--- src/rtl/lane_deskew_n.sv ---
// N-lane receive deskew: each lane is locked on a common alignment marker, the
// lock-time spread is measured, and all lane FIFOs are then drained in lockstep.
module lane_deskew_n #(
  parameter int               LANES    = 2,
  parameter int               WIDTH    = 8,
  parameter int               DEPTH    = 8,
  parameter logic [WIDTH-1:0] MARKER   = 8'h4A,
  parameter int               MAX_SKEW = DEPTH - 2
) (
  input  logic                     fsm_clk,
  input  logic                     rst,
  input  logic                     enable,
  input  logic [LANES*WIDTH-1:0]   lane_rx_in,
  input  logic [LANES-1:0]         lane_rx_valid,
  output logic [LANES*WIDTH-1:0]   lane_rx_out,
  output logic                     rx_valid_out,
  output logic                     rx_lanes_on,
  output logic                     deskew_error,
  output logic [$clog2(DEPTH)-1:0] skew_value
);
  localparam int AW = $clog2(DEPTH);
  localparam int PW = AW + 1;
  localparam int CW = $clog2(MAX_SKEW + 2);

  typedef enum logic [1:0] {
    IDLE    = 2'd0,
    HUNT    = 2'd1,
    ALIGNED = 2'd2,
    ERROR   = 2'd3
  } state_t;

  state_t                 state_q, state_d;
  logic [LANES-1:0]       lock_q, lock_d;
  logic [CW-1:0]          cnt_q, cnt_d;
  logic [AW-1:0]          skew_q, skew_d;
  logic [PW-1:0]          wp_q [LANES];
  logic [PW-1:0]          wp_d [LANES];
  logic [PW-1:0]          rp_q [LANES];
  logic [PW-1:0]          rp_d [LANES];
  logic [WIDTH-1:0]       mem_q [LANES][DEPTH];
  logic [WIDTH-1:0]       mem_d [LANES][DEPTH];
  logic [LANES*WIDTH-1:0] out_q, out_d;
  logic                   vout_q, vout_d;
  logic                   on_q, on_d;
  logic                   err_q, err_d;

  logic [WIDTH-1:0]       sym  [LANES];
  logic [LANES*WIDTH-1:0] heads;
  logic [LANES-1:0]       mark, head_mark, empty, full, wr;
  logic                   pop, flush;

  always_comb begin
    heads = '0;
    for (int i = 0; i < LANES; i++) begin
      sym[i]                  = lane_rx_in[i*WIDTH +: WIDTH];
      mark[i]                 = (lane_rx_in[i*WIDTH +: WIDTH] == MARKER);
      heads[i*WIDTH +: WIDTH] = mem_q[i][rp_q[i][AW-1:0]];
      head_mark[i]            = (mem_q[i][rp_q[i][AW-1:0]] == MARKER);
      empty[i]                = (wp_q[i] == rp_q[i]);
      full[i]                 = (wp_q[i][AW] != rp_q[i][AW]) &&
                                (wp_q[i][AW-1:0] == rp_q[i][AW-1:0]);
    end
  end

  always_comb begin
    state_d = state_q;
    lock_d  = lock_q;
    cnt_d   = cnt_q;
    skew_d  = skew_q;
    out_d   = out_q;
    vout_d  = 1'b0;
    wp_d    = wp_q;
    rp_d    = rp_q;
    mem_d   = mem_q;
    wr      = '0;
    pop     = 1'b0;
    flush   = 1'b0;

    case (state_q)
      IDLE: begin
        flush   = 1'b1;
        state_d = HUNT;
      end
      HUNT: begin
        // Unlocked lanes discard everything until their first marker.
        wr     = lane_rx_valid & (lock_q | mark);
        lock_d = lock_q | (lane_rx_valid & mark);
        if (|lock_d) begin
          cnt_d = cnt_q + CW'(1);
        end else begin
          cnt_d = cnt_q;
        end
        if (|(wr & full)) begin
          state_d = ERROR;
        end else if (cnt_q > CW'(MAX_SKEW)) begin
          state_d = ERROR;
        end else if (&lock_d) begin
          state_d = ALIGNED;
          skew_d  = AW'(cnt_q);
        end else begin
          state_d = HUNT;
        end
      end
      ALIGNED: begin
        wr  = lane_rx_valid;
        pop = &(~empty);
        // A pop frees a slot, so a full FIFO may still accept a write that cycle.
        if ((|(wr & full & ~{LANES{pop}})) || (pop && (|head_mark) && !(&head_mark))) begin
          state_d = ERROR;
          wr      = '0;
          pop     = 1'b0;
        end else if (pop) begin
          out_d  = heads;
          vout_d = 1'b1;
        end else begin
          state_d = ALIGNED;
        end
      end
      ERROR: begin
        flush   = 1'b1;
        state_d = HUNT;
      end
      default: begin
        flush   = 1'b1;
        state_d = IDLE;
      end
    endcase

    if (!enable) begin
      state_d = IDLE;
      flush   = 1'b1;
      wr      = '0;
      pop     = 1'b0;
      vout_d  = 1'b0;
      out_d   = '0;
    end

    for (int i = 0; i < LANES; i++) begin
      if (wr[i] && (!full[i] || pop)) begin
        mem_d[i][wp_q[i][AW-1:0]] = sym[i];
        wp_d[i]                   = wp_q[i] + PW'(1);
      end
      if (pop) begin
        rp_d[i] = rp_q[i] + PW'(1);
      end
    end

    if (flush) begin
      lock_d = '0;
      for (int i = 0; i < LANES; i++) begin
        wp_d[i] = '0;
        rp_d[i] = '0;
      end
    end
    if (state_d != HUNT) begin
      cnt_d = '0;
    end
    if (state_d != ALIGNED) begin
      skew_d = '0;
    end
    on_d  = (state_d == ALIGNED);
    err_d = (state_d == ERROR);
  end

  always_ff @(posedge fsm_clk or negedge rst) begin
    if (!rst) begin
      state_q <= IDLE;
      lock_q  <= '0;
      cnt_q   <= '0;
      skew_q  <= '0;
      out_q   <= '0;
      vout_q  <= 1'b0;
      on_q    <= 1'b0;
      err_q   <= 1'b0;
      for (int i = 0; i < LANES; i++) begin
        wp_q[i] <= '0;
        rp_q[i] <= '0;
        for (int j = 0; j < DEPTH; j++) begin
          mem_q[i][j] <= '0;
        end
      end
    end else begin
      state_q <= state_d;
      lock_q  <= lock_d;
      cnt_q   <= cnt_d;
      skew_q  <= skew_d;
      out_q   <= out_d;
      vout_q  <= vout_d;
      on_q    <= on_d;
      err_q   <= err_d;
      wp_q    <= wp_d;
      rp_q    <= rp_d;
      mem_q   <= mem_d;
    end
  end

  assign lane_rx_out  = out_q;
  assign rx_valid_out = vout_q;
  assign rx_lanes_on  = on_q;
  assign deskew_error = err_q;
  assign skew_value   = skew_q;

endmodule

--- config.mk ---
export PLATFORM = sky130hd
export DESIGN_NAME = lane_deskew_n
export DESIGN_NICKNAME = d
export VERILOG_FILES = /design/src/rtl/lane_deskew_n.sv
export SDC_FILE = /design/constraint.sdc
export NUM_CORES = 1
export LEC_CHECK = 0
export ABC_AREA = 0
export CELL_PAD_IN_SITES_DETAIL_PLACEMENT = 0
export CELL_PAD_IN_SITES_GLOBAL_PLACEMENT = 2
export CORE_MARGIN = 8
export CORE_UTILIZATION = 24
export DETAILED_ROUTE_END_ITERATION = 10
export PLACE_DENSITY_LB_ADDON = 0.1
export SYNTH_ARGS = -nofsm -noshare
export SYNTH_HDL_FRONTEND = slang
export SYNTH_SLANG_ARGS = --single-unit
--- constraint.sdc ---
create_clock -name fsm_clk -period 5.2 [get_ports fsm_clk]
set_clock_uncertainty 0.05 [all_clocks]
set_input_delay 0.52 -clock fsm_clk [delete_from_list [all_inputs] [get_ports fsm_clk]]
set_output_delay 0.52 -clock fsm_clk [all_outputs]
set_load 0.005 [all_outputs]
==> run metrics, run 1 <==
Clock Tree Root=clkbuf_16; Mapped Nets=615; Congestion Overflow GR=0; Area Growth Syn to Fin=18.1%; vias per inst=4.49; status=completed; cts bufs inserted=17; Max-Cap Viols=0; syn_area_per_cell=14.5 µm²; Clock Latency Late Sink=0.44 ns; Lkg Pwr=4.56 nW; # DRC=0; IO buf count=42; hold_ws=0.0998 ns; DIE HEIGHT=204 µm; Yosys top cell area share=51.0%; Non-Filler Instances=1106; CP Launch Type=register; post-synthesis sequential area ratio=51.0%; Mapped Area=8480 µm²; Final GP Congestion=0.689; ys async rst share=100%; CTS resizes=0; Ports=43; WP data required=5.48 ns; Hold WC Path Type=input pin to asynchronous set/reset pin; largest net degree at the start of global routing=89; fraction of layout cells with a size suffix above 1=36.6%; count of pins over their slew limit=0; first-pass GRT wire length=35300 µm; row count=69; post-CTS setup buffers=0; Power per Cell Area=325 nW/µm²; # nets final=662; CTS tree=built; Post-synth EDFFs=0; Worst Max-Slew Pin Slew=0.865 ns; number of synthesized register bits=173; core area=35200 µm²; post-placement cell count=1074; CTS clock-pin slew for the worst setup and hold paths=0.07 ns; final WL=22300 µm; total track usage=11.3%; unrepaired setup endpoints after global routing=no; synth unique cells=58; YS warnings=0; worst rel slew slack=42.3%; Final Cycle Share=84.7%; Post-CTS Hold Buffers=0; # diodes=0; worst-path fanout max=13; Finish-stage setup viols=0; antenna violations before repair=0; Area contributors post-synth=dfrtp_1 (51%), mux2_2 (17%), mux4_2 (8.2%); Tot Pwr=0.00325 W; Initial Utilization=24.1%; die area=41600 µm²; initial drt markers=197; Max Root-Sink Buffers=2; max frequency=227 MHz; Routed Antenna Nets=0; DR vias=4967; Setup CP Type=register to register; synthesized instance count=585; Final Hold Fails=0; H-tree depth=4; Yosys top cell by area=dfrtp_1; post-route minimum period=4.41 ns; CP Capture Type=register; Max IR drop VDD=232 µV; CTS sink count=173; DR pass1 iterations=4; worst path arrival time=4.68 ns; Detail Placement HPWL=15200 µm; WL/cell=20.2 µm; die width=204 µm; vias in the first global route=5522; setup TNS=0 ns; Synth Flop Type=dfrtp_1
## cells in the mapped netlist (3+ instances only)
cell	count
a211oi_1	4
a21oi_1	6
and2_1	4
and3_1	3
buf_1	7
buf_2	9
buf_6	3
clkbuf_1	9
dfrtp_1	173
ha_1	9
inv_1	6
mux2_1	5
mux2_2	131
mux2_4	8
mux2i_1	26
mux4_2	31
nand2_1	18
nand2b_1	3
nand3_1	5
nand3b_2	3
nand4b_4	3
nor2_1	21
nor2b_1	18
nor3_1	5
nor3b_1	3
nor4_1	6
nor4bb_1	3
o21ai_0	6
xnor2_1	10
xor2_1	8
## power breakdown
| group | internal, W | switching (W) |
|---|---|---|
| combinational | 0.000250 | 0.000308 |
| sequential | 0.00142 | 0.0000378 |
| clock | 0.000679 | 0.000562 |
## registers in the layout, summed over array words and instances (netlist names), 2 cells and up
name and flops:
lock_q 2, cnt_q 3, mem_q 128, rp_q 8, lane_rx_out 16, wp_q 8
state_q 2, skew_value 3
## cells by family after synthesis
kind of cell	synth area share [%]
xor gates and xnor gates	1.86
DFF	51.0
adders and majority gates	1.33
muxes	31.1
and+or+nand+nor	8.87
buffers and inverters	2.32
AOI/OAI and AO/OA	3.50
## worst max-delay path, cell delays in order, from the launching register on
cell	delay, ns
dfrtp_1	0.72
mux4_2	0.58
mux2_2	0.30
or4b_4	0.59
o211a_4	0.33
o32ai_4	0.58
nor3b_4	0.77
mux2_4	0.36
## layout by cell type (no fill, tap or decap), drive strengths merged, types with 5 or more instances in the layout
cell             n
dfrtp          173
mux2           144
clkdlybuf4s50   41
mux4            32
mux2i           26
nor2            21
clkbuf          21
nand2           18
nor2b           18
buf             18
xnor2           10
inv             10
ha               9
xor2             8
nor4             6
a21oi            6
o21ai            6
nor3             6
nand3            5
a211oi           5
## path summary, 6_finish.rpt
check	cells past startpoint	slack [ns]	to	start
max	7	0.79	mem_q[12]	rp_q[4]
min	1	0.1	lane_rx_out[6]	rst
max reg2reg	7	0.79	mem_q[12]	rp_q[4]
min reg2reg	1	0.44	mem_q[73]	mem_q[73]
max in group asynchronous	2	3.79	mem_q[127]	rst
min in group fsm_clk	1	0.44	mem_q[73]	mem_q[73]
## routing by layer
metal	up-vias	global-route usage, %	wire (µm)
met5	-	0	0
met4	0	3.70	353
met3	22	2.22	424
met2	43	19.1	11300
met1	2634	14.2	10200
li1	2268	-	-
## metrics by stage
stage | worst slack, ns | area [µm²] | util [%]
final | 0.794 | 10000 | 28.4
after global routing | 0.553 | 10000 | 28.4
after CTS | 0.703 | 10000 | 28.4
after detailed placement | 0.728 | 9450 | 26.8
after global placement | 0.733 | 9450 | 26.8
after floorplan | 1.63 | 8480 | -
## layout make-up
cell class                 count  area [µm²]
fill                        3609       25200
timing repair buffer          59         562
tap                          461         577
multi-input combinational    375        3960
clock inverter                11         109
sequential                   173        4330
clock buffer                  21         450
inverter                       6        22.5
Note: power is estimated with default switching activity, not from simulation.
==> run 2, diff against run 1 <==
==> constraint.sdc (replaced) <==
create_clock -name fsm_clk -period 4.45 [get_ports fsm_clk]
set_clock_uncertainty 0.05 [all_clocks]
set_input_delay 0.445 -clock fsm_clk [delete_from_list [all_inputs] [get_ports fsm_clk]]
set_output_delay 0.445 -clock fsm_clk [all_outputs]
set_load 0.005 [all_outputs]
==> run 2 against run 1 <==
Non-clock buffer count is 15 higher. Combinational power is 18% higher. Count of clock-buffer cells in the layout stayed put. Largest cell class unchanged. Largest power group unchanged. Highest routed layer unchanged.
==> run metrics, run 2 (synthesis results as in run 1) <==
Clock Latency Late Sink=0.44 ns; first-pass GRT wire length=35100 µm; worst rel slew slack=39.3%; Crit path depth=10; vias in the first global route=5511; post-placement cell count=1089; CP Capture Type=register; count of pins over their slew limit=0; Max-Cap Viols=0; Top delay family on crit path=multiplexers; Congestion Overflow GR=0; number of flip-flops in the largest register=128; status=completed; layout filler cell count=3574; met3 global-route usage=2.52%; CTS tree=built; CTS resizes=0; Critical Path Slowest Stage Cell=mux4_2; met2 usage in global routing=19.0%; final WL=22100 µm; post-route setup slack=0.565 ns; met1 Usage GRT=14.1%; fraction of layout cells with a size suffix above 1=38.2%; CTS clock-pin slew for the worst setup and hold paths=0.07 ns; Worst Max-Slew Pin Slew=0.911 ns; max frequency=257 MHz; Non-Filler Instances=1121; Finish-stage setup viols=0; hold_ws=0.0653 ns; row count=69; Placed Instance Area=9600 µm²; cell area after layout=10200 µm²; Hold WC Path Type=input pin to asynchronous set/reset pin; Initial Utilization=24.1%; setup TNS=0 ns; Detail Placement HPWL=15300 µm; core area=35200 µm²; Area Growth Syn to Fin=20.0%; Worst Path Buf+Inv=3; Max Root-Sink Buffers=2; most frequent cells in the layout=dfrtp_1 (173), mux2_2 (131), clkdlybuf4s50_1 (41); Final Hold Fails=0; Power per Cell Area=377 nW/µm²; Final Cycle Share=87.3%; DR vias=4981; CP Cell Sequence=buf_12 > mux4_2 > mux2_2 > nor4b_2 > a211oi_4 > buf_4 > o32ai_4 > buf_4 > nand2_1 > mux2_2; worst-path fanout max=20; worst path arrival time=4.16 ns; Max IR drop VDD=271 µV; largest net degree at the start of global routing=95; initial drt markers=214; H-tree depth=4; Final GP Congestion=0.702; # diodes=0; busiest grt layer=met2; WL/cell=19.7 µm; die width=204 µm; antenna violations before repair=0; cts bufs inserted=17; WP data required=4.72 ns; Post-CTS Hold Buffers=0; Ports=43; R2R cell count=10; DIE HEIGHT=204 µm; Routed Antenna Nets=0; # DRC=0; DP Worst Slack=0.513 ns; die area=41600 µm²; vias per inst=4.44; Setup CP Type=register to register; CP Launch Type=register; total track usage=11.2%; # nets final=677; Lkg Pwr=4.65 nW; IO buf count=42; most common cell after layout, fill and taps aside=dfrtp_1; Clock Tree Root=clkbuf_16; post-route minimum period=3.89 ns; Reg with most FFs=mem_q; post-CTS setup buffers=0; max incr delay on CP=0.54 ns; CTS sink count=173; DR pass1 iterations=4; unrepaired setup endpoints after global routing=no
[run 2: routing by layer]
metal | wire length (µm) | share of wire [%]
met5 | 0 | 0
met4 | 286 | 1.3
met3 | 508 | 2.3
met2 | 11300 | 51
met1 | 10000 | 45
[run 2: cell type report]
| cell class | instances | area, µm² | area share, % |
|---|---|---|---|
| Tap cell | 461 | 577 | 5.67 |
| Multi-Input combinational cell | 375 | 3960 | 39.0 |
| Inverter | 6 | 22.5 | 0.221 |
| Sequential cell | 173 | 4330 | 42.6 |
| Clock inverter | 11 | 109 | 1.07 |
| Timing Repair Buffer | 74 | 712 | 7.00 |
| Clock buffer | 21 | 460 | 4.53 |
[run 2: final timing paths]
check                          start         end  slack [ns]
hold / removal                   rst  mem_q[107]        0.07
max in group asynchronous        rst   mem_q[62]        3.29
min in group fsm_clk       mem_q[75]   mem_q[75]        0.44
hold reg to reg            mem_q[75]   mem_q[75]        0.44
setup / recovery             rp_q[0]   mem_q[20]        0.56
setup reg to reg             rp_q[0]   mem_q[20]        0.56
[run 2: worst register-to-register path: cells and delay by family (launching register included)]
kind                   cells  cell delay [ns]
AO/OA/AOI/OAI              2             0.51
buffers and inverters      3             0.66
flip-flops                 1             0.37
multiplexers               3             1.31
AND/OR/NAND/NOR            2             0.86
[run 2: report_power, final]
part           internal (W)  switching (W)  total, W
combinational      0.000301       0.000357  0.000658
clock              0.000808       0.000669   0.00148
sequential          0.00166      0.0000455   0.00170
[run 2: per-stage QoR]
| stage | utilization [%] | power, W |
|---|---|---|
| floorplan | - | 0.00215 |
| global placement | 27.3 | 0.00240 |
| detailed placement | 27.3 | 0.00240 |
| CTS | 28.9 | 0.00392 |
| global route | 28.9 | 0.00404 |
| finish | 28.9 | 0.00384 |
==> run 3, diff against run 2 <==
--- a/config.mk
+++ b/config.mk
@@ -11,6 +11,7 @@
 export CORE_MARGIN = 8
 export CORE_UTILIZATION = 24
 export DETAILED_ROUTE_END_ITERATION = 10
+export GPL_ROUTABILITY_DRIVEN = 0
 export PLACE_DENSITY_LB_ADDON = 0.1
 export SYNTH_ARGS = -nofsm -noshare
 export SYNTH_HDL_FRONTEND = slang
==> results of run 3 <==
Same layout as run 2: the final DEF is identical, and so are final timing and power.
